[config.mk]
export PLATFORM = sky130hd
export DESIGN_NAME = cmd_sequencer_flat
export DESIGN_NICKNAME = d
export VERILOG_FILES = /design/src/rtl/cmd_seq_pkg.sv /design/src/rtl/cmd_sequencer_if.sv /design/src/rtl/cmd_queue.sv /design/src/rtl/cmd_sequencer.sv /design/src/flat_wrapper.sv
export SDC_FILE = /design/constraint.sdc
export NUM_CORES = 1
export LEC_CHECK = 0
export CAP_MARGIN = 5
export CORE_AREA = 2 2 171 173
export CTS_BUF_LIST = sky130_fd_sc_hd__clkbuf_2
export CTS_CLUSTER_SIZE = 16
export DETAILED_ROUTE_END_ITERATION = 8
export DIE_AREA = 0 0 173 175
export PLACE_DENSITY = 0.67
export SKIP_CTS_REPAIR_TIMING = 1
export SYNTH_ARGS = -nofsm -noshare
export SYNTH_HDL_FRONTEND = slang
export SYNTH_SLANG_ARGS = --single-unit
export TNS_END_PERCENT = 50
[constraint.sdc]
create_clock -name clk -period 3.8 [get_ports clk]
set_clock_uncertainty 0.2 [all_clocks]
set_input_delay 0.38 -clock clk [delete_from_list [all_inputs] [get_ports clk]]
set_output_delay 0.38 -clock clk [all_outputs]
set_load 0.005 [all_outputs]
[src/rtl/cmd_seq_pkg.sv]
// Shared types for the command sequencer: FSM state codes, error codes
// and the default acknowledge byte.
package cmd_seq_pkg;

    typedef enum logic [2:0] {
        ST_IDLE      = 3'd0,
        ST_ISSUE     = 3'd1,
        ST_WAIT_SENT = 3'd2,
        ST_WAIT_RESP = 3'd3,
        ST_DONE      = 3'd4,
        ST_FAULT     = 3'd5
    } seq_state_e;

    typedef enum logic [1:0] {
        ERR_NONE = 2'b00,
        ERR_TMO  = 2'b01,
        ERR_NACK = 2'b10
    } err_code_e;

    localparam logic [7:0] ACK_DEFAULT = 8'hA5;

endpackage

[src/rtl/cmd_sequencer_if.sv]
// Host-side handshake between the sequencer and RemoteComm.
interface cmd_sequencer_if #(
    parameter int CMD_W = 16
) ();

    logic             send_cmd;
    logic [CMD_W-1:0] cmd;
    logic             cmd_sent;
    logic             resp_rdy;
    logic [7:0]       resp;

    modport master (
        output send_cmd,
        output cmd,
        input  cmd_sent,
        input  resp_rdy,
        input  resp
    );

    modport slave (
        input  send_cmd,
        input  cmd,
        output cmd_sent,
        output resp_rdy,
        output resp
    );

endinterface

[src/rtl/cmd_queue.sv]
// Command storage: DEPTH x CMD_W register file filled in order, with
// an occupancy count, full flag, clear and an asynchronous read port.
module cmd_queue
    import cmd_seq_pkg::*;
#(
    parameter int CMD_W = 16,
    parameter int DEPTH = 16
) (
    input  logic                       clk,
    input  logic                       rst_n,
    input  logic                       clr,
    input  logic                       wr_en,
    input  logic [CMD_W-1:0]           wr_data,
    input  logic [$clog2(DEPTH)-1:0]   rd_idx,
    output logic [CMD_W-1:0]           rd_data,
    output logic [$clog2(DEPTH+1)-1:0] count,
    output logic                       full
);

    localparam int IW = $clog2(DEPTH);
    localparam int CW = $clog2(DEPTH+1);

    logic [CMD_W-1:0] mem [DEPTH];
    logic             wr_ok;

    assign full    = (count == CW'(DEPTH));
    assign wr_ok   = wr_en && !full && !clr && rst_n;
    assign rd_data = mem[rd_idx];

    always_ff @(posedge clk) begin
        if (!rst_n) begin
            count <= '0;
        end else if (clr) begin
            count <= '0;
        end else if (wr_ok) begin
            count <= count + CW'(1);
        end
    end

    // Contents survive clr so that only count decides what is valid.
    always_ff @(posedge clk) begin
        if (wr_ok) begin
            mem[count[IW-1:0]] <= wr_data;
        end
    end

endmodule

[src/rtl/cmd_sequencer.sv]
// Plays a loaded queue of commands through RemoteComm, one acknowledged
// command at a time, with per-command timeout and bounded retry.
module cmd_sequencer
    import cmd_seq_pkg::*;
#(
    parameter int         CMD_W     = 16,
    parameter int         DEPTH     = 16,
    parameter int         TMO_CYC   = 1000000,
    parameter logic [7:0] ACK       = ACK_DEFAULT,
    parameter int         MAX_RETRY = 2
) (
    input  logic                       clk,
    input  logic                       rst_n,
    input  logic                       clr,
    input  logic                       load,
    input  logic [CMD_W-1:0]           load_cmd,
    output logic                       full,
    output logic [$clog2(DEPTH+1)-1:0] count,
    input  logic                       start,
    output logic                       busy,
    output logic                       done,
    output logic                       fault,
    output logic [1:0]                 err_code,
    output logic [$clog2(DEPTH)-1:0]   fail_idx,
    cmd_sequencer_if.master            host
);

    localparam int IW = $clog2(DEPTH);
    localparam int CW = $clog2(DEPTH+1);
    localparam int TW = $clog2(TMO_CYC+1);
    localparam int RW = (MAX_RETRY < 1) ? 1 : $clog2(MAX_RETRY+1);

    localparam logic [2:0] S_IDLE      = ST_IDLE;
    localparam logic [2:0] S_ISSUE     = ST_ISSUE;
    localparam logic [2:0] S_WAIT_SENT = ST_WAIT_SENT;
    localparam logic [2:0] S_WAIT_RESP = ST_WAIT_RESP;
    localparam logic [2:0] S_DONE      = ST_DONE;
    localparam logic [2:0] S_FAULT     = ST_FAULT;

    localparam logic [TW-1:0] TMO_LIM   = TW'(TMO_CYC);
    localparam logic [RW-1:0] RETRY_LIM = RW'(MAX_RETRY);

    logic [2:0]       state;
    logic [IW-1:0]    idx;
    logic [RW-1:0]    retry;
    logic [TW-1:0]    timer;
    logic [CMD_W-1:0] cmd_hold;
    logic [CMD_W-1:0] rd_data;
    logic             clr_ok;
    logic             load_ok;
    logic             start_ok;
    logic             last_entry;
    logic             tmo_hit;

    assign busy = (state == S_ISSUE) || (state == S_WAIT_SENT) || (state == S_WAIT_RESP);

    // clr outranks load and start; nothing is accepted mid-run.
    assign clr_ok   = clr && !busy;
    assign load_ok  = load && !busy && !clr_ok;
    assign start_ok = start && !busy && !clr_ok;

    assign last_entry = (CW'(idx) == (count - CW'(1)));
    assign tmo_hit    = (timer == TMO_LIM);

    // cmd is live from the queue during the send pulse, then held.
    assign host.send_cmd = (state == S_ISSUE);
    assign host.cmd      = (state == S_ISSUE) ? rd_data : cmd_hold;

    cmd_queue #(
        .CMD_W (CMD_W),
        .DEPTH (DEPTH)
    ) u_queue (
        .clk     (clk),
        .rst_n   (rst_n),
        .clr     (clr_ok),
        .wr_en   (load_ok),
        .wr_data (load_cmd),
        .rd_idx  (idx),
        .rd_data (rd_data),
        .count   (count),
        .full    (full)
    );

    always_ff @(posedge clk) begin
        if (!rst_n) begin
            state    <= S_IDLE;
            idx      <= '0;
            retry    <= '0;
            timer    <= '0;
            cmd_hold <= '0;
            done     <= 1'b0;
            fault    <= 1'b0;
            err_code <= ERR_NONE;
            fail_idx <= '0;
        end else begin
            case (state)
                S_ISSUE: begin
                    cmd_hold <= rd_data;
                    timer    <= '0;
                    state    <= S_WAIT_SENT;
                end
                S_WAIT_SENT, S_WAIT_RESP: begin
                    if (!tmo_hit) begin
                        timer <= timer + TW'(1);
                    end
                    // A response arriving on the timeout cycle still counts.
                    if ((state == S_WAIT_RESP) && host.resp_rdy) begin
                        if (host.resp == ACK) begin
                            if (last_entry) begin
                                state <= S_DONE;
                                done  <= 1'b1;
                            end else begin
                                idx   <= idx + IW'(1);
                                retry <= '0;
                                state <= S_ISSUE;
                            end
                        end else begin
                            state    <= S_FAULT;
                            fault    <= 1'b1;
                            err_code <= ERR_NACK;
                            fail_idx <= idx;
                        end
                    end else if (tmo_hit) begin
                        if (retry < RETRY_LIM) begin
                            retry <= retry + RW'(1);
                            state <= S_ISSUE;
                        end else begin
                            state    <= S_FAULT;
                            fault    <= 1'b1;
                            err_code <= ERR_TMO;
                            fail_idx <= idx;
                        end
                    end else if ((state == S_WAIT_SENT) && host.cmd_sent) begin
                        state <= S_WAIT_RESP;
                    end
                end
                default: begin
                    if (clr_ok) begin
                        state    <= S_IDLE;
                        done     <= 1'b0;
                        fault    <= 1'b0;
                        err_code <= ERR_NONE;
                    end else if (start_ok) begin
                        fault    <= 1'b0;
                        err_code <= ERR_NONE;
                        idx      <= '0;
                        retry    <= '0;
                        if (count == '0) begin
                            done  <= 1'b1;
                            state <= S_DONE;
                        end else begin
                            done  <= 1'b0;
                            state <= S_ISSUE;
                        end
                    end
                end
            endcase
        end
    end

endmodule

[src/flat_wrapper.sv]
// flat-port wrapper written by rule: the top's interface ports become plain ports
module cmd_sequencer_flat import cmd_seq_pkg::*;
#(
    parameter int         CMD_W     = 16,
    parameter int         DEPTH     = 16,
    parameter int         TMO_CYC   = 1000000,
    parameter logic [7:0] ACK       = ACK_DEFAULT,
    parameter int         MAX_RETRY = 2
)
  (clk, rst_n, clr, load, load_cmd, full, count, start, busy, done, fault, err_code, fail_idx, host_send_cmd, host_cmd, host_cmd_sent, host_resp_rdy, host_resp);
  cmd_sequencer_if #(.CMD_W(CMD_W)) host_i ();
  input  logic clk;
  input  logic rst_n;
  input  logic clr;
  input  logic load;
  input  logic [CMD_W-1:0] load_cmd;
  output logic full;
  output logic [$clog2(DEPTH+1)-1:0] count;
  input  logic start;
  output logic busy;
  output logic done;
  output logic fault;
  output logic [1:0] err_code;
  output logic [$clog2(DEPTH)-1:0] fail_idx;
  output wire logic [$bits(host_i.send_cmd)-1:0] host_send_cmd;
  output wire logic [$bits(host_i.cmd)-1:0] host_cmd;
  input wire logic [$bits(host_i.cmd_sent)-1:0] host_cmd_sent;
  input wire logic [$bits(host_i.resp_rdy)-1:0] host_resp_rdy;
  input wire logic [$bits(host_i.resp)-1:0] host_resp;
  assign host_send_cmd = host_i.send_cmd;
  assign host_cmd = host_i.cmd;
  assign host_i.cmd_sent = host_cmd_sent;
  assign host_i.resp_rdy = host_resp_rdy;
  assign host_i.resp = host_resp;
  cmd_sequencer #(.CMD_W(CMD_W), .DEPTH(DEPTH), .TMO_CYC(TMO_CYC), .ACK(ACK), .MAX_RETRY(MAX_RETRY)) u_core (.clk(clk), .rst_n(rst_n), .clr(clr), .load(load), .load_cmd(load_cmd), .full(full), .count(count), .start(start), .busy(busy), .done(done), .fault(fault), .err_code(err_code), .fail_idx(fail_idx), .host(host_i));
endmodule
==> results.toml <==
[critical_path]
crit_cells = 6
worstReg2RegStart = "u_core.u_queue.count[0]"
critical-path-top-delay-family = "multiplexers"
cp-end-kind = "output port"
reg2reg_slack_ps = 870
crit_path_end = "host_cmd[13]"
cpMaxStageDelayCell = "mux4_2"
crit_chain = "buf_12 -> mux4_2 -> mux2i_1 -> o22ai_1 -> a21o_1 -> clkdlybuf4s50_1"
r2r.worst_path.cells = 8
worstPathArrival_ps = 3140
r2r_end = "u_core.u_queue.mem[9][12]"
cp_max_fo = 14
critical-path-max-stage-delay_ps = 530
crit_required_ps = 3220
cp.buffers_inverters = 2
critPathKind = "flip-flop to output port"
start_kind = "flip-flop"

[detailed_routing]
drtIter0Drc = 601
wl_um = 27800
drc = 0
viasPerCell = 5.39
avgRoutedWirePerCell_um = 20.7
dr.pass1.iters = 5
dr_total_vias = 7227
detail-route-antenna-nets = 0

[grt]
grt_max_degree = 65
first_global_vias = 7262
antenna_found_initial = 1
grt.overflow.total = 0
grt_pass1_wl_um = 42600
grt_use_total_pct = 18.6

[power_and_ir_drop]
p_leak_uw = 0.00498
power_density_nw_per_um2 = 432
peakVddDrop_mv = 0.261

[clock_tree]
cts-root-buf = "clkbuf_2"
clock_latency_ps = 870
tritoncts = "yes"
h-tree-depth = 3
clock_sinks = 318
clockBufferDepth = 3
clkTransAtPathRegs_ps = 110
numCtsBuffers = 78

[logic_synthesis]
synth_area_leaders = "edfxtp_1 (61%), mux4_2 (11%), dfxtp_1 (9.8%), mux2i_1 (2.5%), nor2_1 (1.4%)"
postSynthCellCount = 739
synth_top_flop_cell = "edfxtp_1"
ys_types = 58
synth_top_area_share_pct = 60.7
synth_compound_area_share_pct = 4.32
ys_async_sr_fraction_pct = 0
yosysTopAreaCell = "edfxtp_1"
synthMuxAreaShare_pct = 14.0
synth_adder_area_share_pct = 0.790
synth_xor_xnor_area_share_pct = 1.87
synth_nets = 778
syn-cell-area_um2 = 12700
synth_edf_count = 256
ys_seq_elements = 318
synthSimpleGateAreaFrac_pct = 7.19
syn_area_per_cell_um2 = 17.1
yosysWarnings = 0
synth_top_family_by_area = "multiplexers"
seq_area_frac_synth_pct = 70.5

[placement]
hpwl_um = 16200
dp.cells = 1186
io_buffers = 62
gp_congestion = 0.819

[sta]
slew_headroom_pct = 41.8
tightest_slew_ps = 864
fmax_ghz = 0.269
min_period_ps = 3720
slew_viol_final = 0
timing.hold.ws_ps = 170
setup_violations = 0
hold_viol = 0
min_period_over_period_pct = 97.9
rsz0062_at_grt = "true"

[cells_and_area]
n_fill_cell = 2434
syn2layout_area_growth_pct = 17.5
final_cell_count_no_fill = 1340
final_layout_size_suffix_gt1_share_pct = 28.7
nets = 935

[run]
cap_violations = 0

[hold_path]
hold_class = "primary input to flip-flop"
hold_depth = 4

[outcome]
status = "complete, no violations"

[floorplan]
die-area_um2 = 30300
pin_count = 63
core_area_um2 = 28400
rows = 62
start_util_pct = 44.6
die_h_um = 175
die_width_um = 173
## cell usage after synthesis (all sizes together), types with 2 or more instances
library cell,count
or4bb,2
nand2,35
nand2b,5
a31oi,6
a21oi,13
nor2,47
nor4b,2
and4,3
nor2b,3
edfxtp,256
o22ai,19
dfxtp,62
o21ai,12
a311oi,2
nand3,17
and2,17
or3,5
a21o,17
mux4,64
inv,10
mux2i,32
nor3,5
xor2,17
o221a,2
or4b,3
clkbuf,19
and3,3
xnor2,10
buf,14
ha,8
nand4b,4
nand4,7
nor4,4
## cells in the final DEF, fill, tap and decap left out, types with 12 or more instances in the layout
cell type | Yosys | routed
xor2_1 | 17 | 17
mux4_2 | 64 | 64
dfxtp_1 | 62 | 59
o22ai_1 | 19 | 18
nor2_1 | 47 | 35
nand3_1 | 17 | 17
nor2_2 | 0 | 12
clkinv_1 | 0 | 16
buf_4 | 0 | 42
o21ai_0 | 12 | 12
clkdlybuf4s50_1 | 0 | 61
nand2_1 | 34 | 34
a21oi_1 | 12 | 12
mux2i_1 | 32 | 32
a21o_1 | 17 | 17
clkbuf_2 | 0 | 117
edfxtp_1 | 256 | 256
and2_1 | 16 | 16
## cells by family after synthesis
group,count (synthesis)
adder cells (fa/ha/maj),8
multiplexers,97
buffers and inverters,43
AND/OR/NAND/NOR,167
XOR/XNOR,27
AO/OA/AOI/OAI,79
flip-flops,318
## per-layer routing
metal | wire length, µm | vias up | global-route usage [%] | part of all wire, %
li1 | - | 3281 | - | -
met3 | 1780 | 43 | 4.22 | 6.4
met1 | 11800 | 3626 | 24.5 | 42
met5 | 0 | - | 0 | 0
met4 | 462 | 0 | 6.21 | 1.7
met2 | 13800 | 277 | 30.8 | 50
## power breakdown
group | switching (µW) | internal (µW)
registers | 14.4 | 3780
logic | 164 | 129
clock network | 1330 | 1020
total | 1500 | 4930
## state kept, by name (all words and copies together) (netlist names), named ones only
name                  count
u_core.fail_idx           4
u_core.fault              1
u_core.done               1
u_core.state              3
u_core.cmd_hold          16
u_core.err_code           2
u_core.idx                4
u_core.u_queue.count      5
u_core.retry              2
u_core.u_queue.mem      256
u_core.timer             20
## through the flow
step / TNS, ps / setup WS, ps / instance area [µm²] / total power, µW / util, %
2_1_floorplan: 0 / 319 / 12700 / 4000 / -
3_3_place_gp: 0 / 796 / 14000 / 4160 / 49.3
3_5_place_dp: 0 / 797 / 14000 / 4160 / 49.3
4_1_cts: -1180 / -148 / 14800 / 6510 / 52.0
5_1_grt: -78.4 / -22.5 / 14900 / 6720 / 52.5
6_report: 0 / 78.5 / 14900 / 6430 / 52.5
## worst min-delay path: cells and delay by family
family	cells	cell delay (ps)
AND/OR/NAND/NOR	1	80
buffers and inverters	1	420
AO/OA/AOI/OAI	2	260
## worst min-delay path by stage
stage,startpoint,to,slack [ps]
4_1_cts,host_cmd_sent,u_core.state[0],100
3_5_place_dp,u_core.err_code[1],u_core.err_code[1],250
6_report,host_cmd_sent,u_core.state[0],170
2_1_floorplan,u_core.retry[0],u_core.retry[0],250
5_1_grt,rst_n,u_core.cmd_hold[8],150
3_3_place_gp,u_core.err_code[1],u_core.err_code[1],250
## layout make-up
class / instances / area, µm² / share of cell area, %
Antenna cell: 1 / 2.50 / 0.0168
Clock buffer: 117 / 586 / 3.93
Clock inverter: 22 / 166 / 1.12
Inverter: 10 / 37.5 / 0.252
Multi-Input combinational cell: 378 / 3620 / 24.3
Sequential cell: 318 / 8940 / 60.0
Tap cell: 384 / 480 / 3.23
Timing Repair Buffer: 110 / 1060 / 7.10
Power figures use the tool's default switching activity.
